===== config.mk =====
export PLATFORM = sky130hd
export DESIGN_NAME = sha1_apb_sequencer
export DESIGN_NICKNAME = d
export VERILOG_FILES = /design/src/rtl/sha1_apb_sequencer.sv
export SDC_FILE = /design/constraint.sdc
export NUM_CORES = 1
export LEC_CHECK = 0
export BUFFER_PORTS_ARGS = -buffer_cell sky130_fd_sc_hd__buf_2
export CAP_MARGIN = 10
export CORE_MARGIN = 8
export CORE_UTILIZATION = 30
export DETAILED_ROUTE_END_ITERATION = 8
export HOLD_SLACK_MARGIN = 0.02
export PLACE_DENSITY = 0.6
export SLEW_MARGIN = 5
export SYNTH_ARGS = -nofsm -noshare
export SYNTH_HDL_FRONTEND = slang
export SYNTH_SLANG_ARGS = --single-unit
export TNS_END_PERCENT = 30

===== constraint.sdc =====
create_clock -name PCLK_IN -period 20.3 [get_ports PCLK_IN]
set_input_delay 2.03 -clock PCLK_IN [delete_from_list [all_inputs] [get_ports PCLK_IN]]
set_output_delay 2.03 -clock PCLK_IN [all_outputs]
set_load 0.05 [all_outputs]

===== src/rtl/sha1_apb_sequencer.sv =====
// APB master that streams one 16-word block into the SHA-1 peripheral, starts
// compression, waits with a timeout and reads H0..H4 back as a 160-bit digest.
module sha1_apb_sequencer #(
    parameter int TIMEOUT_CYCLES = 1023
) (
    input  logic         PCLK_IN,
    input  logic         PRESET_IN,
    input  logic         msg_valid,
    output logic         msg_ready,
    input  logic [31:0]  msg_data,
    input  logic         msg_first,
    output logic         digest_valid,
    input  logic         digest_ready,
    output logic [159:0] digest_data,
    output logic         busy,
    output logic         error,
    output logic         PRESETn_OUT,
    output logic         PSEL_OUT,
    output logic         PENABLE_OUT,
    output logic         PWRITE_OUT,
    output logic [4:0]   PADDR_OUT,
    output logic [31:0]  PWDATA_OUT,
    input  logic         PREADY_IN,
    input  logic [31:0]  PRDATA_IN
);
    localparam int TW = $clog2(TIMEOUT_CYCLES + 1);

    typedef enum logic [2:0] {
        IDLE, CORE_RST, WRITE, START, WAIT, READ, DONE, ERR
    } state_t;

    state_t        state, state_nx;
    logic [3:0]    wcnt, wcnt_nx;
    logic [TW-1:0] tcnt, tcnt_nx;
    logic [2:0]    rcnt, rcnt_nx;
    logic          error_nx;
    logic          psel_nx, penable_nx, pwrite_nx;
    logic [4:0]    paddr_nx;
    logic [31:0]   pwdata_nx;
    logic          capture;

    assign msg_ready    = (state == WRITE);
    assign digest_valid = (state == DONE);
    assign busy         = (state != IDLE);

    always_comb begin
        state_nx   = state;
        wcnt_nx    = wcnt;
        tcnt_nx    = tcnt;
        rcnt_nx    = rcnt;
        error_nx   = error;
        psel_nx    = 1'b0;
        penable_nx = 1'b0;
        pwrite_nx  = 1'b0;
        paddr_nx   = PADDR_OUT;
        pwdata_nx  = PWDATA_OUT;
        capture    = 1'b0;
        case (state)
            IDLE: begin
                if (msg_valid) begin
                    state_nx = msg_first ? CORE_RST : WRITE;
                    error_nx = 1'b0;
                end
            end
            CORE_RST: state_nx = WRITE;
            WRITE: begin
                if (msg_valid) begin
                    psel_nx   = 1'b1;
                    pwrite_nx = 1'b1;
                    paddr_nx  = {1'b0, wcnt};
                    pwdata_nx = msg_data;
                    wcnt_nx   = wcnt + 4'd1;
                    if (wcnt == 4'd15) state_nx = START;
                end
            end
            START: begin
                psel_nx    = 1'b1;
                penable_nx = 1'b1;
                paddr_nx   = 5'd0;
                tcnt_nx    = '0;
                state_nx   = WAIT;
            end
            WAIT: begin
                // The core still reports ready during the enable cycle, so the
                // first WAIT cycle (tcnt==0) cannot signal completion.
                if (tcnt != '0 && PREADY_IN) begin
                    paddr_nx = 5'd16;
                    rcnt_nx  = 3'd0;
                    state_nx = READ;
                end else if (tcnt == TW'(TIMEOUT_CYCLES - 1)) begin
                    error_nx = 1'b1;
                    state_nx = ERR;
                end else begin
                    psel_nx = 1'b1;
                    tcnt_nx = tcnt + TW'(1);
                end
            end
            READ: begin
                // Read data lags the address by one cycle: capture from rcnt 1..5.
                capture = (rcnt != 3'd0);
                if (rcnt < 3'd4) paddr_nx = 5'd17 + {2'b00, rcnt};
                if (rcnt == 3'd5) state_nx = DONE;
                else              rcnt_nx  = rcnt + 3'd1;
            end
            DONE: if (digest_ready) state_nx = IDLE;
            ERR:  state_nx = IDLE;
            default: state_nx = IDLE;
        endcase
    end

    always_ff @(posedge PCLK_IN or posedge PRESET_IN) begin
        if (PRESET_IN) begin
            state       <= IDLE;
            wcnt        <= '0;
            tcnt        <= '0;
            rcnt        <= '0;
            error       <= 1'b0;
            PRESETn_OUT <= 1'b0;
            PSEL_OUT    <= 1'b0;
            PENABLE_OUT <= 1'b0;
            PWRITE_OUT  <= 1'b0;
            PADDR_OUT   <= '0;
            PWDATA_OUT  <= '0;
            digest_data <= '0;
        end else begin
            state       <= state_nx;
            wcnt        <= wcnt_nx;
            tcnt        <= tcnt_nx;
            rcnt        <= rcnt_nx;
            error       <= error_nx;
            PRESETn_OUT <= !(state_nx == CORE_RST || state_nx == ERR);
            PSEL_OUT    <= psel_nx;
            PENABLE_OUT <= penable_nx;
            PWRITE_OUT  <= pwrite_nx;
            PADDR_OUT   <= paddr_nx;
            PWDATA_OUT  <= pwdata_nx;
            if (capture) digest_data <= {digest_data[127:0], PRDATA_IN};
        end
    end
endmodule


# Yosys cells after proc, flatten, opt, wreduce, memory -nomap -nowiden
# Cells that the tools add are included.
# totals
register_bits	222
out_inout_bits	205
elab_cells	83
input_bits	70
# classes
add_sub_neg	4
eq_ne	20
n_reduce_logical	16
order_cmp	1
n_mux	30
# ops
operator	n
3-bit 2-to-1 mux	9
3-bit one-hot mux with 8 select lines	1
10-bit 2-to-1 mux	2
10-bit one-hot mux with 2 select lines	1
5-bit one-hot mux with 4 select lines	1
3-bit == test (second input constant)	6
2-bit inequality test (second input constant)	8
5-bit 2-to-1 mux	3
10-bit by 1-bit adder with 10-bit output (second input constant)	1
10-bit == test (second input constant)	1
10-bit nonzero test	1
1-bit 2-to-1 mux	9
4-bit AND reduction	2
3-bit by 1-bit == test with 1-bit output (second input constant)	2
3-bit by 2-bit == test with 1-bit output (second input constant)	2
3-bit one-hot mux with 2 select lines	1
3-bit AND reduction	2
2-bit nonzero test	3
3-bit nonzero test	2
5-bit by 3-bit adder with 5-bit output (first input constant)	1
4-bit by 1-bit adder with 4-bit output (second input constant)	1
4-bit == test (second input constant)	1
4-bit nonzero test	1
3-bit by 1-bit adder with 3-bit output (second input constant)	1
other kinds (9)	9

# Longest topological paths before layout
# logic_depth
word_depth	7
depth_mapped	8

# Least setup slack after synthesis
# Ideal clock, no wire load.
# synth_timing
path_kind	register to output
start	reg state[0]
end	out digest_valid
required_time_ns	18.270
arrival_time_ns	1.823
path_stages_with_launch	4
path_slack_ns	16.447
path_cell_list	dfrtp_1 clkbuf_1 clkbuf_1 nor3_1
# synth_via
elab_chain_len	1
# synth_lines
item	line_no	source
start, declared	32	state_t state, state_nx;
start signal, assigned	126	state <= state_nx;
3-bit == test	43	assign digest_valid = (state == DONE);
end, declared	12	output logic digest_valid,
# Every way passes these cells.

# Worst setup path in the final report
# layout_timing
start	reg state[0]
end	out msg_ready
# layout_via
elab_chain_len	1
# layout_lines
item	line_no	source
3-bit by 2-bit == test with 1-bit output	42	assign msg_ready = (state == WRITE);
end, declared	9	output logic msg_ready,
# Every way passes these cells.

==> metrics.cfg <==
[outcome]
status = completed

[sta]
worst_slack_ns = 16.35
hold_viol = 0
fmax_mhz = 252.9
setup_viol_count_final = 0
timing.slew.headroom_pct = 39.27
period_share_pct = 19.48
rsz0062_at_grt = no
tightest_slew_ns = 0.9109
clock_skew_ns = 0.006421
fin_setup_tns_ns = 0
period_needed_ns = 3.954
finalMaxSlewViolations = 0

[yosys]
yosysTopAreaCell = dfrtp_1
synth-edff-count = 0
yosys_most_used_dff = dfrtp_1
yosysMostFrequentCell = dfrtp_1
synth_area_um2 = 8904
synth_async_sr_flop_share_pct = 100.0
yosysUniqueCellTypes = 48
syn_inst = 584
ys_top_cells_by_count = 222 x dfrtp_1, 194 x mux2_2, 15 x nand2_1
synth_top_area_share_pct = 62.39
ys_seq_area_share_pct = 62.39
syn_avg_cell_area_um2 = 15.25
synth.net_count = 665
yosys_warnings = 0
yosys-top-cells-area = dfrtp_1 62%, mux2_2 25%, ha_1 1.5%
synth-seq-cells = 222

[worst_setup_path]
start_kind = register
reg2regPathDepth = 6
cp_max_fo = 18
cp_slowest_stage_delay_ns = 0.59
crit_start = state[0]$_DFF_PP0_
crit_required_ns = 18.27
worst-path-stages = 2
cp_cell_sequence = nor3b_1 -> buf_2
cp_top_family = flip-flops
path_class = reg2out
r2r_end = digest_data[91]$_DFFE_PP0P_
setup.worst_path.end = msg_ready
arrival_ns = 1.92
r2r_setup_slack_ns = 16.99
r2r-start = state[2]$_DFF_PP0_
cp_num_buf_inv = 1
cpMaxStageDelayCell = dfrtp_1
cp-end-kind = output pin

[detailed_routing]
vias = 5640
wire_per_inst_um = 17.22
viasPerCell = 4.434
drt_pass1_iterations = 4
initialDrtViolationCount = 243
routed_wl_um = 21900
ant_nets = 0
drc_errors = 0

[flow_run]
drv_cap = 0

[clock_network]
post_cts_buffers = 0
cts_tree = yes
clk_latency_ns = 0.52
ctsResizeCount = 0
clkSinkCount = 222
cts_hold_buffers = 0
numCtsBuffers = 27
clock_tree.buffer_depth = 3
cts_htree_levels = 1
path_clk_slew_ns = 0.06
root_buffer = clkbuf_16

[power_and_ir_drop]
p_leak_nw = 5.981
p_per_area_nw_per_um2 = 170.1
irDropWorstVdd_mv = 0.1038

[place]
dp_hpwl_um = 15540
gp_congestion = 0.7752
dp_slack_ns = 16.57
dp_cells = 1225
portBuffers = 274

[floorplan]
start_util_pct = 30.28
ios = 275
die_y_um = 188.3
num_rows = 63
die_w_um = 188.3
core_area_um2 = 29400
dieArea_um2 = 35450

[final_layout]
syn_to_final_growth_pct = 29.15
final_nets = 945
finish.utilization_pct = 39.11
layout-drive-gt1-share_pct = 59.98
regArea_um2 = 5555
fill_cells = 2799
diodes = 0
instances_no_fill = 1272
multi_input_comb_area_um2 = 3154

[min_path]
worstHoldPathType = reg2reg

[global_route]
grt_util_met1_pct = 15.00
grt_pass1_vias = 6098
globalRoute.totalOverflow = 0
grt_first_pass_wirelength_um = 35440
antenna_found_initial = 1
grt_usage_pct = 12.12
busiest_layer = met2
met2_usage_pct = 20.05
met3_usage_pct = 3.863
grt_max_degree = 110

[worst min-delay path by stage]
stage,to,depth (start not counted),slack [ns],startpoint
floorplan,wcnt[3]$_DFFE_PP0P_,1,0.47,wcnt[3]$_DFFE_PP0P_
finish,PADDR_OUT[3]$_DFFE_PP0P_,2,0.49,PADDR_OUT[3]$_DFFE_PP0P_
global placement,PADDR_OUT[1]$_DFFE_PP0P_,2,0.47,PADDR_OUT[1]$_DFFE_PP0P_
detailed placement,PADDR_OUT[3]$_DFFE_PP0P_,2,0.48,PADDR_OUT[3]$_DFFE_PP0P_
global route,PWDATA_OUT[18]$_DFFE_PP0P_,1,0.51,PWDATA_OUT[18]$_DFFE_PP0P_
CTS,PADDR_OUT[3]$_DFFE_PP0P_,2,0.50,PADDR_OUT[3]$_DFFE_PP0P_
[logic make-up (layout without fill, tap and decap cells)]
logic type | after synthesis | after routing | synth area share (%)
mux | 197 | 197 | 24.93
buf+inv | 38 | 336 | 2.277
simple gates | 74 | 74 | 5.439
flops | 222 | 222 | 62.39
fa+ha+maj | 11 | 11 | 1.546
xor+xnor | 11 | 11 | 1.082
compound gates | 31 | 31 | 2.333
[cells in the final DEF, fill, tap and decap left out, drive strengths merged, types with 3 or more instances in the layout]
| cell type | Yosys | final |
|---|---|---|
| nor3b | 5 | 5 |
| a21oi | 7 | 7 |
| buf | 23 | 279 |
| and2 | 4 | 4 |
| nand4 | 4 | 4 |
| nor2 | 10 | 10 |
| clkbuf | 5 | 41 |
| mux2 | 195 | 195 |
| nand2 | 15 | 15 |
| clkinv | 0 | 5 |
| ha | 11 | 11 |
| nor3 | 9 | 9 |
| or3 | 4 | 4 |
| xnor2 | 9 | 9 |
| dfrtp | 222 | 222 |
| o21ai | 11 | 11 |
| nand3 | 7 | 7 |
| inv | 10 | 10 |
| nor4 | 3 | 3 |
[worst register-to-register path: stages (launching register included)]
cell	delay, ns
dfrtp_1	0.49
nor2b_1	0.49
nand2_1	0.24
a21oi_4	0.20
buf_4	0.48
buf_4	0.83
mux2_2	0.46
[cell type report]
cell class / instances / share of cell area (%)
tap: 390 / 4.244
clock inverter: 6 / 0.5114
inverter: 10 / 0.3917
multi-input combinational: 324 / 27.43
sequential: 222 / 48.31
clock buffer: 41 / 6.855
timing repair buffer: 279 / 12.25
[registers in the layout, indices dropped and copies added, names as in the netlist]
register,flops
digest_data,160
PWDATA_OUT,32
tcnt,10
PADDR_OUT,5
wcnt,4
rcnt,3
state,3
PENABLE_OUT,1
PRESETn_OUT,1
PSEL_OUT,1
PWRITE_OUT,1
error,1
[metrics by stage]
stage               total power, W  hold WS, ns  area (µm²)
detailed placement        0.001517       0.4805       10650
finish                    0.001956       0.4922       11500
floorplan                 0.001304       0.4670        8904
global route              0.002058       0.5146       11500
CTS                       0.001985       0.4985       11500
global placement          0.001508       0.4697       10650
[where the power goes]
part / switching (W) / leakage (nW) / total (W) / internal [W]
sequential: 0.0000941 / 2.94 / 0.000667 / 0.000573
clock: 0.000179 / 0.419 / 0.000457 / 0.000278
combinational: 0.000607 / 2.62 / 0.000832 / 0.000225
[metal layers]
layer  up-vias  wire, µm
li1       2644         -
met1      2806      9192
met2       153     10630
met3        35      1636
met4         2       430
met5         -        12
(Power assumes the default switching activity.)
